`config.mk`:
```
export PLATFORM = sky130hd
export DESIGN_NAME = lsu_dmem_ctrl
export DESIGN_NICKNAME = d
export VERILOG_FILES = /design/src/rtl/lsu_dmem_ctrl.sv
export SDC_FILE = /design/constraint.sdc
export NUM_CORES = 1
export LEC_CHECK = 0
export ABC_AREA = 1
export CORE_AREA = 2 2 194 101
export DETAILED_ROUTE_END_ITERATION = 16
export DIE_AREA = 0 0 196 103
export GPL_ROUTABILITY_DRIVEN = 1
export HOLD_SLACK_MARGIN = 0.06
export PLACE_DENSITY = 0.76
export SLEW_MARGIN = 20
export SYNTH_ARGS = -nofsm -noshare
export SYNTH_HDL_FRONTEND = slang
export SYNTH_SLANG_ARGS = --single-unit
export TNS_END_PERCENT = 10
```
`constraint.sdc`:
```
create_clock -name clk -period 3.5 [get_ports clk]
set_input_delay 0.7 -clock clk [delete_from_list [all_inputs] [get_ports clk]]
set_output_delay 0.7 -clock clk [all_outputs]
set_load 0.1 [all_outputs]
```
`src/rtl/lsu_dmem_ctrl.sv`:
```
// Load/store unit between the execute stage and a word-wide data memory.
// Define LSU_MISALIGNED_SPLIT_EN to allow misaligned accesses (split across two words when needed).
module lsu_dmem_ctrl #(
    parameter int XLEN      = 32,
    parameter int DMEM_SIZE = 4096,
    localparam int AW       = $clog2(DMEM_SIZE)
) (
    input  logic            clk,
    input  logic            rst_n,
    input  logic            req_valid,
    output logic            req_ready,
    input  logic            req_write,
    input  logic [XLEN-1:0] req_addr,
    input  logic [XLEN-1:0] req_wdata,
    input  logic [2:0]      req_width,
    input  logic            req_unsigned,
    output logic            resp_valid,
    output logic [XLEN-1:0] resp_rdata,
    output logic            resp_fault,
    output logic [AW-3:0]   mem_addr,
    output logic            mem_we,
    output logic            mem_re,
    output logic [3:0]      mem_be,
    output logic [XLEN-1:0] mem_wdata,
    input  logic [XLEN-1:0] mem_rdata
);

    // Handshake: a request is accepted on a rising edge where req_valid and
    // req_ready are both high; req_ready is high only in IDLE, and resp_valid
    // is a single-cycle pulse in DONE carrying resp_rdata/resp_fault.
    typedef enum logic [2:0] {
        S_IDLE = 3'd0,
        S_REQ0 = 3'd1,
        S_RSP0 = 3'd2,
        S_REQ1 = 3'd3,
        S_RSP1 = 3'd4,
        S_DONE = 3'd5
    } state_t;

    state_t state_q, state_d;

    logic [1:0]      req_off;
    logic [2:0]      req_size;
    logic [3:0]      size_mask;
    logic            width_ok;
    logic [XLEN:0]   last_byte;
    logic            out_of_range;
    logic            misaligned;
    logic            cross_raw;
    logic            req_fault;
    logic            req_cross;
    logic [7:0]      be_full;
    logic            accept;

    logic            wr_q;
    logic [1:0]      off_q;
    logic [AW-3:0]   waddr_q;
    logic [XLEN-1:0] wdata_q;
    logic [3:0]      be0_q;
    logic [3:0]      be1_q;
    logic [1:0]      width_q;
    logic            uns_q;
    logic            cross_q;
    logic            fault_q;
    logic [XLEN-1:0] result_q;
    logic [XLEN-1:0] result_ext;
    logic [5:0]      hi_shift;

    assign req_off = req_addr[1:0];
    assign accept  = (state_q == S_IDLE) && req_valid;

    always_comb begin
        req_size  = 3'd1;
        size_mask = 4'b0001;
        width_ok  = 1'b1;
        case (req_width)
            3'b000: begin req_size = 3'd1; size_mask = 4'b0001; end
            3'b001: begin req_size = 3'd2; size_mask = 4'b0011; end
            3'b010: begin req_size = 3'd4; size_mask = 4'b1111; end
            default: width_ok = 1'b0;
        endcase
    end

    // Wide add so addresses near the top of the 32-bit space cannot wrap.
    assign last_byte    = {1'b0, req_addr} + (XLEN+1)'(req_size) - (XLEN+1)'(1);
    assign out_of_range = last_byte >= (XLEN+1)'(DMEM_SIZE);
    assign misaligned   = ((req_width == 3'b001) && req_off[0]) ||
                          ((req_width == 3'b010) && (req_off != 2'b00));
    assign cross_raw    = ({2'b00, req_off} + {1'b0, req_size}) > 4'd4;
    assign be_full      = {4'b0000, size_mask} << req_off;

`ifdef LSU_MISALIGNED_SPLIT_EN
    assign req_fault = !width_ok || out_of_range;
    assign req_cross = cross_raw && width_ok;
`else
    assign req_fault = !width_ok || out_of_range || misaligned;
    assign req_cross = 1'b0;
`endif

    always_ff @(posedge clk or negedge rst_n) begin
        if (!rst_n) begin
            state_q  <= S_IDLE;
            wr_q     <= 1'b0;
            off_q    <= 2'b00;
            waddr_q  <= '0;
            wdata_q  <= '0;
            be0_q    <= 4'b0000;
            be1_q    <= 4'b0000;
            width_q  <= 2'b00;
            uns_q    <= 1'b0;
            cross_q  <= 1'b0;
            fault_q  <= 1'b0;
            result_q <= '0;
        end else begin
            state_q <= state_d;
            if (accept) begin
                wr_q     <= req_write;
                off_q    <= req_off;
                waddr_q  <= req_addr[AW-1:2];
                wdata_q  <= req_wdata;
                be0_q    <= be_full[3:0];
                be1_q    <= be_full[7:4];
                width_q  <= req_width[1:0];
                uns_q    <= req_unsigned;
                cross_q  <= req_cross;
                fault_q  <= req_fault;
                result_q <= '0;
            end else if (state_q == S_RSP0) begin
                result_q <= mem_rdata >> {off_q, 3'b000};
            end else if (state_q == S_RSP1) begin
                result_q <= result_q | (mem_rdata << hi_shift);
            end
        end
    end

    // Second-word bytes land above the 4-off bytes taken from the first word.
    assign hi_shift = 6'd32 - {1'b0, off_q, 3'b000};

    always_comb begin
        result_ext = result_q;
        case (width_q)
            2'b00: result_ext = uns_q ? {{(XLEN-8){1'b0}}, result_q[7:0]}
                                      : {{(XLEN-8){result_q[7]}}, result_q[7:0]};
            2'b01: result_ext = uns_q ? {{(XLEN-16){1'b0}}, result_q[15:0]}
                                      : {{(XLEN-16){result_q[15]}}, result_q[15:0]};
            default: result_ext = result_q;
        endcase
    end

    always_comb begin
        state_d    = state_q;
        req_ready  = 1'b0;
        resp_valid = 1'b0;
        resp_fault = 1'b0;
        resp_rdata = '0;
        mem_we     = 1'b0;
        mem_re     = 1'b0;
        mem_be     = 4'b0000;
        mem_addr   = '0;
        mem_wdata  = '0;
        case (state_q)
            S_IDLE: begin
                req_ready = 1'b1;
                if (req_valid) state_d = req_fault ? S_DONE : S_REQ0;
            end
            S_REQ0: begin
                mem_we    = wr_q;
                mem_re    = !wr_q;
                mem_addr  = waddr_q;
                mem_be    = be0_q;
                mem_wdata = wdata_q << {off_q, 3'b000};
                if (!wr_q)        state_d = S_RSP0;
                else if (cross_q) state_d = S_REQ1;
                else              state_d = S_DONE;
            end
            S_RSP0: state_d = cross_q ? S_REQ1 : S_DONE;
            S_REQ1: begin
                mem_we    = wr_q;
                mem_re    = !wr_q;
                mem_addr  = waddr_q + (AW-2)'(1);
                mem_be    = be1_q;
                mem_wdata = wdata_q >> hi_shift;
                state_d   = wr_q ? S_DONE : S_RSP1;
            end
            S_RSP1: state_d = S_DONE;
            S_DONE: begin
                resp_valid = 1'b1;
                resp_fault = fault_q;
                resp_rdata = (fault_q || wr_q) ? '0 : result_ext;
                state_d    = S_IDLE;
            end
            default: state_d = S_IDLE;
        endcase
    end

endmodule

```
After elaboration in Yosys (flattened, before gate mapping)
Cells that the tools add are included.
Cells by class
  $mul: 0
  muxes and demuxes: 24
  eq/ne operators: 9
  bitwise gates (word level): 1
  reduce and logical (&&, ||, !) cells: 17
  shifts and indexed selects: 5
  add/sub/neg operators: 4
  divide/modulo/power cells: 0
  order comparisons: 1
Operator list (count)
  $mux W32: 7
  $pmux W32 S2: 2
  $add A32 B3 Y33: 1
  $ge A33 B13 Y1 const B: 1
  $sub A33 B1 Y33 const B: 1
  $or A32 B32 Y32: 1
  $shl A32 B5 Y32: 1
  $shl A32 B6 Y32: 1
  $shr A32 B5 Y32: 1
  $shr A32 B6 Y32: 1
  $pmux W10 S2: 1
  $pmux W4 S2: 2
  $pmux W3 S4: 1
  $add A10 B1 Y10 const B: 1
  $eq A3 B2 Y1 const B: 3
  $mux W3: 3
  $shl A4 B2 Y8: 1
  $mux W1: 7
  $eq A3 B1 Y1 const B: 2
  $eq A3 B3 Y1 const B: 2
  $logic_not A3 Y1: 2
  $pmux W3 S2: 1
  $sub A6 B5 Y6 const A: 1
  $logic_or A1 B1 Y1: 4
  9 further kinds: 13
Word-level totals
  bits of input ports: 104
  logic and storage cells: 72
  RAM bits: 0
  bits in latches: 0
  memory bits (read-only): 0
  output and inout bits: 83
  memories kept: 0
  register bits after elaboration: 92

Depth between registers and ports, before layout
  depth in word-level cells: 10
  depth in mapped cells: 26
  mapped depth without buffers: 26

Least setup slack after synthesis
No wires, ideal clock.
  path kind: register to output
  start: reg state_q[1]
  end: out resp_rdata[21]
  required time: 2.800 ns
  arrival: 4.022 ns
  cell stages (with the launch flop): 8
  path slack: -1.222 ns
  path through: dfrtp_1 buf_6 nor3_2 nand2_2 inv_2 nand2_2 buf_2 a21oi_1
On the way
  longest elaborated chain between the ends: 2
RTL lines
  start, declared: RTL line 40  | state_t state_q, state_d;
  start signal, assigned: RTL line 115  | state_q <= state_d;
  $eq A3 B3 Y1: RTL line 161  | case (state_q)
  $mux W32: RTL line 161
  end, declared: RTL line 18  | output logic [XLEN-1:0] resp_rdata,
Every way passes these cells.

Worst setup path after layout
  start: reg state_q[1]
  end: out resp_rdata[18]
Same word-level chain as after synthesis.

==> metrics.md <==
| Metric | Value |
|---|---|
| Reg clk slew, reported paths | about 0.070 ns |
| Status | finished, final reports clean |
| Vias per std cell | about 5.6 |
| Vias post-DR | roughly 11000 |
| Hold slack | between 0.4 and 0.5 ns |
| Depth of the most critical reg-to-reg path | 10 |
| Peak supply drop | around 780 uV |
| CP Launch Type | flop |
| Worst skew pair latency | about 0.35 ns |
| Setup TNS | 0 ns |
| Met1 Use GR | 0.507 |
| CP top delay family | simple AND/OR/NAND/NOR gates |
| Setup Skew | around 0.0046 ns |
| FF/Latch Area | roughly 2300 sq um |
| CTS tree | done |
| Worst Path Max Fanout | 16 |
| Most used cell, CP | nand2_2 |
| Hold Buf Count CTS | 0 |
| # IOs | 187 |
| First-pass GRT wire length | a little over 50000 um |
| Final Util | 0.656 |
| GR peak layer | met1 |
| Worst Hold Class | input port to async pin |
| Chip Width | between 150 and 200 um |
| DRC viols | 0 |
| Final Hold Fails | 0 |
| Crit. End Element | primary output |
| Final setup viols | 0 |
| Chip Height | slightly above 100 um |
| Port Buffers | about 190 |
| Reg-to-Reg Start | off_q[0]$_DFFE_PN0P_ |
| Antenna-violating nets left | 0 |
| Post-synth net total | approximately 1600 |
| Met3 GRT Util | 0.0972 |
| Worst Path Arrival | 2.64 ns |
| Slew Limit Headroom | 0.330 |
| Achievable Freq | roughly 0.3 GHz |
| Synth-to-Final Area Change | 38.4% |
| Area of the multi-input gates | about 5600 sq um |
| Max Root-Sink Buffers | 2 |
| FILL cells | 1675 |
| Drt initial violations | 1266 |
| MaxCap Viol Count | 0 |
| Post-synth EDFFs | 0 |
| Critical path class | flop to primary output |
| Global Route met2 Usage | 0.457 |
| Synth Instances | roughly 1500 |
| Sequential fraction of the synthesis area | 0.256 |
| Commonest non-fill, non-tap cells in the layout | nand2_1 (449), inv_1 (251), o21ai_0 (144) |
| GRT Resource Usage Total | 0.331 |
| Clock sinks | 91 |
| Die area | 20200 sq um |
| CTS H-tree depth | 3 |
| Yosys warnings | 0 |
| Power Dens Cells | 867 nW/um^2 |
| Slew Viols, Final | 0 |
| Cell chain of the critical path | buf_4 > nor3_4 > nand2_2 > inv_2 > nand2_2 > a21oi_2 > buf_12 |
| Vias in the first global route | around 9600 |
| Inserted Clock Buffers | 9 |
| Most common cell after layout, fill and taps aside | nand2_1 |
| Pin slew with the least headroom to its limit | 1.00 ns |
| Initial antenna violation count | 1 |
| Lkg Pwr | 0.00612 uW |
| RePlAce Congestion | roughly 1 |
| Syn Area/Cell | between 5 and 6 sq um |
| Root Driver | clkbuf_16 |
| Ys flop type | dfrtp_1 |
| Initial Util | 0.474 |
| CP max stage cell | nand2_2 |
| Minimum clock period | between 3 and 4 ns |
| Estimated wirelength of the detail-placed design | around 26000 um |
| CP bufs+invs | 3 |
| Post-layout nets | about 1800 |
| Critical Path RT | between 2 and 3 ns |
| Rows | 36 |
| Wire per inst | 17.4 um |
| Reg-to-reg critical path endpoint | result_q[13]$_DFFE_PN0P_ |
| Largest net degree at the start of global routing | between 100 and 150 |
| Seq cells post-synth | a little over 90 |
| DRT Pass-1 Iters | 6 |
| Post-synth cell types | 45 |
| Final Cycle Share | 0.954 |
| CORE AREA | around 19000 sq um |
| R2r setup slk | about 1.2 ns |
| Routed wire length | approximately 34000 um |
| Critical Path Max Stage Delay | roughly 0.4 ns |
| Share of layout cells above drive strength 1 | 0.136 |
| Ys async rst share | 1.00 |
| Mapped Area | just under 9000 sq um |
| GR Overflow Total | 0 |
## sequential cells by signal, indices dropped and copies added, names as in the netlist
register and flops:
wr_q 1, be0_q 4, wdata_q 32, be1_q 3, waddr_q 10, fault_q 1
uns_q 1, state_q 3, off_q 2, result_q 32, width_q 2
## worst register-to-register path, cell delays in order (launching register included)
cell and delay (ns):
dfrtp_2 0.40, inv_1 0.08, ha_1 0.24, clkinv_1 0.08, buf_4 0.31, a21oi_2 0.21
inv_1 0.10, nand2_1 0.07, inv_2 0.28, nand2_1 0.11, a221oi_1 0.33
## repair_timing
item                                    in CTS  in global routing
hold endpoints to repair                     0                  0
gates resized for setup                      0                 20
setup buffers                                0                  2
endpoints found under the setup margin       0                  2
## synth_stat cells, types with 8 or more instances
| library cell | instances | area (sq um) |
|---|---|---|
| nand2_2 | 8 | 50.1 |
| nor3_1 | 8 | 40.0 |
| o21ai_1 | 9 | 45.0 |
| a21oi_1 | 98 | 490 |
| nor2_1 | 117 | 439 |
| o22ai_1 | 17 | 106 |
| nor2_2 | 10 | 62.6 |
| a32o_1 | 8 | 80.1 |
| o211ai_1 | 8 | 60.1 |
| nand3_1 | 73 | 365 |
| inv_2 | 9 | 33.8 |
| buf_2 | 13 | 65.1 |
| inv_1 | 254 | 953 |
| ha_1 | 37 | 463 |
| a211oi_1 | 18 | 135 |
| o21ai_0 | 144 | 721 |
| clkbuf_1 | 44 | 165 |
| nand4_1 | 12 | 75.1 |
| nand2_1 | 452 | 1700 |
| dfrtp_1 | 91 | 2280 |
## worst max-delay path by stage
stage / start / end / depth (start not counted)
2_1_floorplan: state_q[0]$_DFFE_PN0P_ / mem_wdata[21] / 7
3_5_place_dp: req_width[1] / state_q[2]$_DFFE_PN0P_ / 20
6_report: state_q[1]$_DFFE_PN0P_ / resp_rdata[18] / 7
3_3_place_gp: req_width[1] / fault_q$_DFFE_PN0P_ / 20
4_1_cts: req_width[1] / fault_q$_DFFE_PN0P_ / 20
5_1_grt: req_width[2] / fault_q$_DFFE_PN0P_ / 25
## metal layers
layer  part of all wire  wire [um]
met1               0.46      15600
met2               0.39      13000
met3               0.14       4560
met4              0.012        410
met5                  0          0
## through the flow
stage               total power (uW)  std cells  setup slack, ns  cell area, sq um
finish                         10700       1922            0.163             12300
global route                   11300       1921         -0.00166             12300
CTS                            10500       1919           0.0427             12200
detailed placement              9460       1903           -0.301             11900
global placement                9340       1903           -0.245             11900
floorplan                       7100       1496           -0.509              9100
## layout make-up
cell class / instances / share of cell area
Multi-Input combinational cell: 1078 / 0.459
Timing Repair Buffer: 225 / 0.226
Sequential cell: 91 / 0.185
Inverter: 264 / 0.0806
Tap cell: 247 / 0.0251
Clock buffer: 9 / 0.0183
Clock inverter: 7 / 0.00631
Antenna cell: 1 / 0.000203
## power by group
part	switching, uW	total, uW	internal, uW
logic	5480	7820	2340
registers	268	1820	1550
clock network	462	1020	560
## kinds of logic after synthesis
| family | count (synthesis) | share of synthesized area |
|---|---|---|
| AND/OR/NAND/NOR | 696 | 0.324 |
| adder cells (fa/ha/maj) | 38 | 0.0544 |
| flip-flops | 91 | 0.256 |
| buffers and inverters | 327 | 0.142 |
| XOR/XNOR | 1 | 0.000986 |
| AO/OA/AOI/OAI | 343 | 0.223 |
Power figures use the tool's default switching activity.
